<file path="src/rtl/ws2812_pkg.sv">
// Shared types and constants for the WS2812B frame sequencer: state encodings,
// GRB word layout, default timing, and the brightness channel scaler.
package ws2812_pkg;

    typedef enum logic [2:0] {
        ST_IDLE      = 3'd0,
        ST_FETCH     = 3'd1,
        ST_PRESENT   = 3'd2,
        ST_WAIT_IDLE = 3'd3,
        ST_LATCH     = 3'd4,
        ST_HOLD      = 3'd5
    } state_t;

    localparam int GRB_W = 24;
    localparam int G_MSB = 23;
    localparam int G_LSB = 16;
    localparam int R_MSB = 15;
    localparam int R_LSB = 8;
    localparam int B_MSB = 7;
    localparam int B_LSB = 0;

    localparam int unsigned DEF_LATCH_CYCLES = 6000;
    localparam int unsigned DEF_FRAME_CYCLES = 1666667;

    // (c * (bright + 1)) >> 8 at 16 bits, so bright = 255 is the identity.
    function automatic logic [7:0] scale_chan(input logic [7:0] c, input logic [7:0] bright);
        logic [15:0] prod;
        prod = {8'd0, c} * ({8'd0, bright} + 16'd1);
        return prod[15:8];
    endfunction

    function automatic logic [GRB_W-1:0] scale_grb(input logic [GRB_W-1:0] w, input logic [7:0] bright);
        return {scale_chan(w[G_MSB:G_LSB], bright),
                scale_chan(w[R_MSB:R_LSB], bright),
                scale_chan(w[B_MSB:B_LSB], bright)};
    endfunction

endpackage

</file>
<file path="src/rtl/ws2812_frame_sequencer_if.sv">
// Pixel handshake between the frame sequencer (master) and the bit serializer (slave).
// A word moves on a rising clock edge where pix_valid & pix_ready are both high; once
// pix_valid is raised, pix_data holds until that transfer, and valid never waits on ready.
interface ws2812_frame_sequencer_if;
    logic                          pix_valid;
    logic [ws2812_pkg::GRB_W-1:0]  pix_data;
    logic                          pix_ready;
    logic                          ser_idle;

    modport master (
        output pix_valid,
        output pix_data,
        input  pix_ready,
        input  ser_idle
    );

    modport slave (
        input  pix_valid,
        input  pix_data,
        output pix_ready,
        output ser_idle
    );
endinterface

</file>
<file path="src/rtl/ws2812_cycle_timer.sv">
// Loadable saturating cycle counter: i_load clears it to 0, it then counts up and
// parks at CYCLES-1, where o_done stays high.
module ws2812_cycle_timer #(
    parameter int unsigned CYCLES = 2
) (
    input  logic i_clk,
    input  logic rst_n,
    input  logic i_load,
    output logic o_done
);

    localparam int unsigned CNT_W = (CYCLES > 1) ? $clog2(CYCLES) : 1;
    localparam logic [CNT_W-1:0] LAST = CNT_W'(CYCLES - 1);

    logic [CNT_W-1:0] count_q, count_d;

    always_comb begin
        count_d = count_q;
        if (i_load) begin
            count_d = '0;
        end else if (count_q != LAST) begin
            count_d = count_q + CNT_W'(1);
        end
    end

    always_ff @(posedge i_clk or negedge rst_n) begin
        if (!rst_n) begin
            count_q <= '0;
        end else begin
            count_q <= count_d;
        end
    end

    assign o_done = (count_q == LAST);

endmodule

</file>
<file path="src/rtl/ws2812_frame_sequencer.sv">
// WS2812B frame controller: walks the pixel ROM once per frame, hands GRB words to the
// serializer, enforces the latch gap and frame period. WS2812_BRIGHTNESS_EN adds i_bright scaling.
module ws2812_frame_sequencer
    import ws2812_pkg::*;
#(
    parameter int unsigned NUM_LEDS     = 30,
    parameter int unsigned ADDR_W       = 5,
    parameter int unsigned LATCH_CYCLES = DEF_LATCH_CYCLES,
    parameter int unsigned FRAME_CYCLES = DEF_FRAME_CYCLES
) (
    input  logic                       i_clk,
    input  logic                       rst_n,
    input  logic                       i_en,
`ifdef WS2812_BRIGHTNESS_EN
    input  logic [7:0]                 i_bright,
`endif
    output logic [ADDR_W-1:0]          o_mem_addr,
    input  logic [GRB_W-1:0]           i_mem_data,
    ws2812_frame_sequencer_if.master   pix_if,
    output logic                       o_frame_busy,
    output logic                       o_frame_done,
    output logic [2:0]                 o_state
);

    localparam logic [ADDR_W-1:0] LAST_ADDR = ADDR_W'(NUM_LEDS - 1);

    state_t             state_q, state_d;
    logic [ADDR_W-1:0]  addr_q, addr_d;
    logic [GRB_W-1:0]   data_q, data_d;
    logic [GRB_W-1:0]   fetch_word;
    logic               xfer;
    logic               latch_load, latch_expired;
    logic               frame_load, frame_expired;

    assign xfer = (state_q == ST_PRESENT) && pix_if.pix_ready;

`ifdef WS2812_BRIGHTNESS_EN
    assign fetch_word = scale_grb(i_mem_data, i_bright);
`else
    assign fetch_word = i_mem_data;
`endif

    ws2812_cycle_timer #(.CYCLES(LATCH_CYCLES)) u_latch_timer (
        .i_clk  (i_clk),
        .rst_n  (rst_n),
        .i_load (latch_load),
        .o_done (latch_expired)
    );

    // Free-running from each frame start; saturation makes an overrun frame's HOLD one cycle.
    ws2812_cycle_timer #(.CYCLES(FRAME_CYCLES)) u_frame_timer (
        .i_clk  (i_clk),
        .rst_n  (rst_n),
        .i_load (frame_load),
        .o_done (frame_expired)
    );

    always_ff @(posedge i_clk or negedge rst_n) begin
        if (!rst_n) begin
            state_q <= ST_IDLE;
            addr_q  <= '0;
            data_q  <= '0;
        end else begin
            state_q <= state_d;
            addr_q  <= addr_d;
            data_q  <= data_d;
        end
    end

    always_comb begin
        state_d    = state_q;
        frame_load = 1'b0;
        latch_load = 1'b0;
        case (state_q)
            ST_IDLE: begin
                if (i_en) begin
                    state_d    = ST_FETCH;
                    frame_load = 1'b1;
                end
            end
            ST_FETCH:   state_d = ST_PRESENT;
            ST_PRESENT: begin
                if (xfer) begin
                    state_d = (addr_q == LAST_ADDR) ? ST_WAIT_IDLE : ST_FETCH;
                end
            end
            ST_WAIT_IDLE: begin
                if (pix_if.ser_idle) begin
                    state_d    = ST_LATCH;
                    latch_load = 1'b1;
                end
            end
            ST_LATCH: begin
                if (latch_expired) begin
                    state_d = ST_HOLD;
                end
            end
            ST_HOLD: begin
                if (frame_expired) begin
                    if (i_en) begin
                        state_d    = ST_FETCH;
                        frame_load = 1'b1;
                    end else begin
                        state_d = ST_IDLE;
                    end
                end
            end
            default: state_d = ST_IDLE;
        endcase
    end

    always_comb begin
        addr_d = addr_q;
        data_d = data_q;
        case (state_q)
            ST_IDLE:  addr_d = '0;
            ST_FETCH: data_d = fetch_word;
            ST_PRESENT: begin
                if (xfer) begin
                    addr_d = (addr_q == LAST_ADDR) ? '0 : addr_q + ADDR_W'(1);
                end
            end
            default: ;
        endcase
    end

    // Outputs decode the state register directly, so reset drops valid without a clock.
    always_comb begin
        pix_if.pix_valid = (state_q == ST_PRESENT);
        o_frame_busy     = (state_q == ST_FETCH) || (state_q == ST_PRESENT) ||
                           (state_q == ST_WAIT_IDLE) || (state_q == ST_LATCH);
        o_frame_done     = (state_q == ST_LATCH) && latch_expired;
        o_state          = state_q;
    end

    assign pix_if.pix_data = data_q;
    assign o_mem_addr      = addr_q;

endmodule
</file>
<file path="src/flat_wrapper.sv">
// flat-port wrapper written by rule: the top's interface ports become plain ports
module ws2812_frame_sequencer_flat import ws2812_pkg::*;
#(
    parameter int unsigned NUM_LEDS     = 30,
    parameter int unsigned ADDR_W       = 5,
    parameter int unsigned LATCH_CYCLES = DEF_LATCH_CYCLES,
    parameter int unsigned FRAME_CYCLES = DEF_FRAME_CYCLES
)
  (i_clk, rst_n, i_en, o_mem_addr, i_mem_data, o_frame_busy, o_frame_done, o_state, pix_if_pix_valid, pix_if_pix_data, pix_if_pix_ready, pix_if_ser_idle);
  ws2812_frame_sequencer_if pix_if_i ();
  input  logic i_clk;
  input  logic rst_n;
  input  logic i_en;
  output logic [ADDR_W-1:0] o_mem_addr;
  input  logic [GRB_W-1:0] i_mem_data;
  output logic o_frame_busy;
  output logic o_frame_done;
  output logic [2:0] o_state;
  output wire logic [$bits(pix_if_i.pix_valid)-1:0] pix_if_pix_valid;
  output wire logic [$bits(pix_if_i.pix_data)-1:0] pix_if_pix_data;
  input wire logic [$bits(pix_if_i.pix_ready)-1:0] pix_if_pix_ready;
  input wire logic [$bits(pix_if_i.ser_idle)-1:0] pix_if_ser_idle;
  assign pix_if_pix_valid = pix_if_i.pix_valid;
  assign pix_if_pix_data = pix_if_i.pix_data;
  assign pix_if_i.pix_ready = pix_if_pix_ready;
  assign pix_if_i.ser_idle = pix_if_ser_idle;
  ws2812_frame_sequencer #(.NUM_LEDS(NUM_LEDS), .ADDR_W(ADDR_W), .LATCH_CYCLES(LATCH_CYCLES), .FRAME_CYCLES(FRAME_CYCLES)) u_core (.i_clk(i_clk), .rst_n(rst_n), .i_en(i_en), .o_mem_addr(o_mem_addr), .i_mem_data(i_mem_data), .pix_if(pix_if_i), .o_frame_busy(o_frame_busy), .o_frame_done(o_frame_done), .o_state(o_state));
endmodule
</file>
<file path="config.mk">
export PLATFORM = sky130hd
export DESIGN_NAME = ws2812_frame_sequencer_flat
export DESIGN_NICKNAME = d
export VERILOG_FILES = /design/src/rtl/ws2812_pkg.sv /design/src/rtl/ws2812_frame_sequencer_if.sv /design/src/rtl/ws2812_cycle_timer.sv /design/src/rtl/ws2812_frame_sequencer.sv /design/src/flat_wrapper.sv
export SDC_FILE = /design/constraint.sdc
export NUM_CORES = 1
export LEC_CHECK = 0
export ABC_AREA = 1
export BUFFER_PORTS_ARGS = -buffer_cell sky130_fd_sc_hd__buf_2
export CAP_MARGIN = 10
export CORE_MARGIN = 2
export CORE_UTILIZATION = 45
export DETAILED_ROUTE_END_ITERATION = 12
export PLACE_DENSITY = 0.72
export SYNTH_ARGS = -nofsm -noshare
export SYNTH_HDL_FRONTEND = slang
export SYNTH_SLANG_ARGS = --single-unit
</file>
<file path="constraint.sdc">
create_clock -name i_clk -period 2.1 [get_ports i_clk]
set_input_delay 0.42 -clock i_clk [delete_from_list [all_inputs] [get_ports i_clk]]
set_output_delay 0.42 -clock i_clk [all_outputs]
set_load 0.01 [all_outputs]
</file>
==> impl_results.md <==
- CTS Sinks: 66
- Reg2reg end: u_core.o_state[0]
- Final Hold Viols: 0
- HP Class: in2async
- Seq/Total Area, Yosys: 0.474
- Setup TNS Final: 0 ns
- Slew HR: 0.743
- Status: completed
- Leading area contributor after synthesis: dfrtp_1
- Deepest clock path buffer count: 2
- Gpl congestion: 0.842
- Vias after detailed routing: 2,904
- Vias in the first global route: ~2,800
- Syn_nets: ~430
- Power per cell area: 1300 nW/um^2
- Gate Count Post-Synth: 400
- Inserted Clock Buffers: 9
- Yosys cell types: 35
- WL/cell: 12.6 um
- CP arrival: 1.56 ns
- Ports: 64
- Number of synthesized flops with an enable pin: 0
- Syn Area/Cell: 8.71 um^2
- Flop2flop setup slack: 0.44 ns
- Final setup fails: 0
- Setup ws final: 0.117 ns
- Diodes inserted: 0
- Num rows: 32
- Initial Util: 0.458
- Min Tclk post-route: between 1.5 and 2 ns
- Top post-synthesis cells by area: dfrtp_1 47%, mux2_2 7.8%, nand2_1 7.5%
- Synth Cell Area: 3480 um^2
- Number of H-tree levels: 3
- Drt via density: 5.02
- Final Power: 5440 uW
- Die Area: 8460 um^2
- P&R area growth vs syn: 20.5%
- Critical path required time: between 1.5 and 2 ns
- Worst Setup Slack post-DPL: 0.478 ns
- DRC: 0
- Die width: ~90 um
- Smallest hold slack: 0.0814 ns
- Fin crit share: 0.944
- Fin util: 0.551
- Worst r2r src: u_core.u_latch_timer.count_q[0]
- DRT antenna net count: 0
- Post-synth ARST share: 1.00
- Antenna violations before repair: 0
- Layout Nets: 506
- Max frequency: just over 500 MHz
- Aggregate global routing overflow: 0
- Clock transition at path regs: 0.07 ns
- Tightest Pin Transition: 0.383 ns
- Clk_skew: about 0.0049 ns
- Final Max Slew Viols: 0
- Clk Latency, worst-skew pair: 0.34 ns
- Drt pass-1 iters: 4
- Hpwl dp: ~5.2 mm
- Critical Path Start Type: register
- Synth top area share: 0.474
- Worst Path Max Fanout: 5
- Max VDD drop: just over 0.7 mV
- CTS tree: built
- First-pass GRT wire length: 12.2 mm
- Die H: between 90 and 100 um
- Layout cells sized above 1: 0.287
- Max-cap violations: 0
- RSZ-0062 raised after global routing: false
- Prevailing post-synth register cell: dfrtp_1
- Root Buffer Master: clkbuf_8
- Fillers: 705
- Worst reg2reg path depth: 8
- Port bufs: 63
- Gr usage total: 0.180
- FF+latch count, synth: 66
- Largest net degree at the start of global routing: 67
- Leakage power total: 0.00208 uW
- Routed Wire Length: a little over 7 mm
- Setup CP Type: reg2out
- Worst setup EP type: output port
- Core area: 7610 um^2
- Initial DRC Count: 122
- Warnings from Yosys: 0
-- per-stage QoR --
step,cell area (um^2),std cells
global route,4200,579
detailed placement,3920,562
global placement,3920,562
finish,4200,579
CTS,4180,578
floorplan,3480,400
-- Yosys cell counts (2+ instances only) --
cell     instances
nor2_1          50
inv_1           50
mux2_2          24
nor2_4           4
nand2_1         70
nand3_1         26
nor3_2           3
nor2_2           3
nor3_1          16
nand2_4          3
ha_1             5
buf_2            3
xnor2_1          2
o21ai_0          6
a21oi_1         16
inv_2            6
o21ai_1          2
nand3_2          5
xor2_1           6
nand4_1         16
a31oi_1          5
dfrtp_1         66
-- final cells by class --
type	instances	area, um^2	share of cell area
clock inverters	7	141	0.0337
inverters	57	214	0.0510
multi-input cells	272	1590	0.378
repair buffers	66	350	0.0835
flip-flops and latches	66	1650	0.394
well taps	102	128	0.0304
clock buffers	9	124	0.0295
-- layer usage --
layer | global-route usage | share of wire | vias up
met5 | 0 | 0 | -
met4 | 0.0485 | 0.0098 | 0
met3 | 0.0567 | 0.039 | 9
met2 | 0.312 | 0.51 | 64
met1 | 0.216 | 0.44 | 1376
li1 | - | - | 1455
-- worst max-delay path: stages, from the launching register on --
cell	delay [ns]
dfrtp_1	0.43
inv_1	0.17
nand2_1	0.14
nor2_2	0.15
inv_1	0.08
nor2_1	0.10
buf_2	0.14
-- worst max-delay path by stage --
stage,startpoint,cells after the start,end
2_1_floorplan,u_core.o_state[2],4,o_frame_busy
3_3_place_gp,u_core.o_state[0],6,o_frame_done
3_5_place_dp,u_core.u_frame_timer.count_q[1],8,u_core.u_frame_timer.count_q[16]
4_1_cts,u_core.o_state[1],6,o_frame_done
5_1_grt,u_core.o_state[1],6,o_frame_done
6_report,u_core.o_state[1],6,o_frame_done
-- repair_timing --
item	in CTS	in global routing
setup buffers	0	1
gates resized for setup	0	2
endpoints found under the setup margin	0	2
hold buffers	0	0
-- report_power, final --
group	internal, uW	switching [uW]	total (uW)
sequential	1690	366	2060
clock	908	492	1400
combinational	899	1080	1980
total	3500	1940	5440
-- registers in the layout, indices dropped and copies added (netlist names) --
name and count:
u_core.o_mem_addr 5, u_core.u_latch_timer.count_q 13, u_core.pix_if.pix_data 24, u_core.o_state 3
u_core.u_frame_timer.count_q 21
-- logic make-up (layout without fill, tap and decap cells) --
family | Yosys count | after routing | synth area share
simple gates | 202 | 202 | 0.285
flops | 66 | 66 | 0.474
buf+inv | 62 | 139 | 0.0711
compound gates | 33 | 33 | 0.0535
mux | 24 | 24 | 0.0776
xor+xnor | 8 | 8 | 0.0201
fa+ha+maj | 5 | 5 | 0.0180
-- placed cells by master (no fill, tap or decap), drive strengths merged --
| cell | Yosys | layout |
|---|---|---|
| nand2 | 74 | 74 |
| dfrtp | 66 | 66 |
| buf | 5 | 66 |
| nor2 | 57 | 57 |
| inv | 56 | 56 |
| nand3 | 31 | 31 |
| mux2 | 24 | 24 |
| nor3 | 20 | 20 |
| nand4 | 17 | 17 |
| a21oi | 17 | 17 |
| clkbuf | 0 | 9 |
| o21ai | 8 | 8 |
| xor2 | 6 | 6 |
| a31oi | 5 | 5 |
| ha | 5 | 5 |
| bufinv | 0 | 4 |
| clkinv | 1 | 3 |
| xnor2 | 2 | 2 |
| o22ai | 2 | 2 |
| a22oi | 1 | 1 |
| and2 | 1 | 1 |
| nor4 | 1 | 1 |
| nor3b | 1 | 1 |
| clkinvlp | 0 | 1 |
Note: power is estimated with default switching activity, not from simulation.
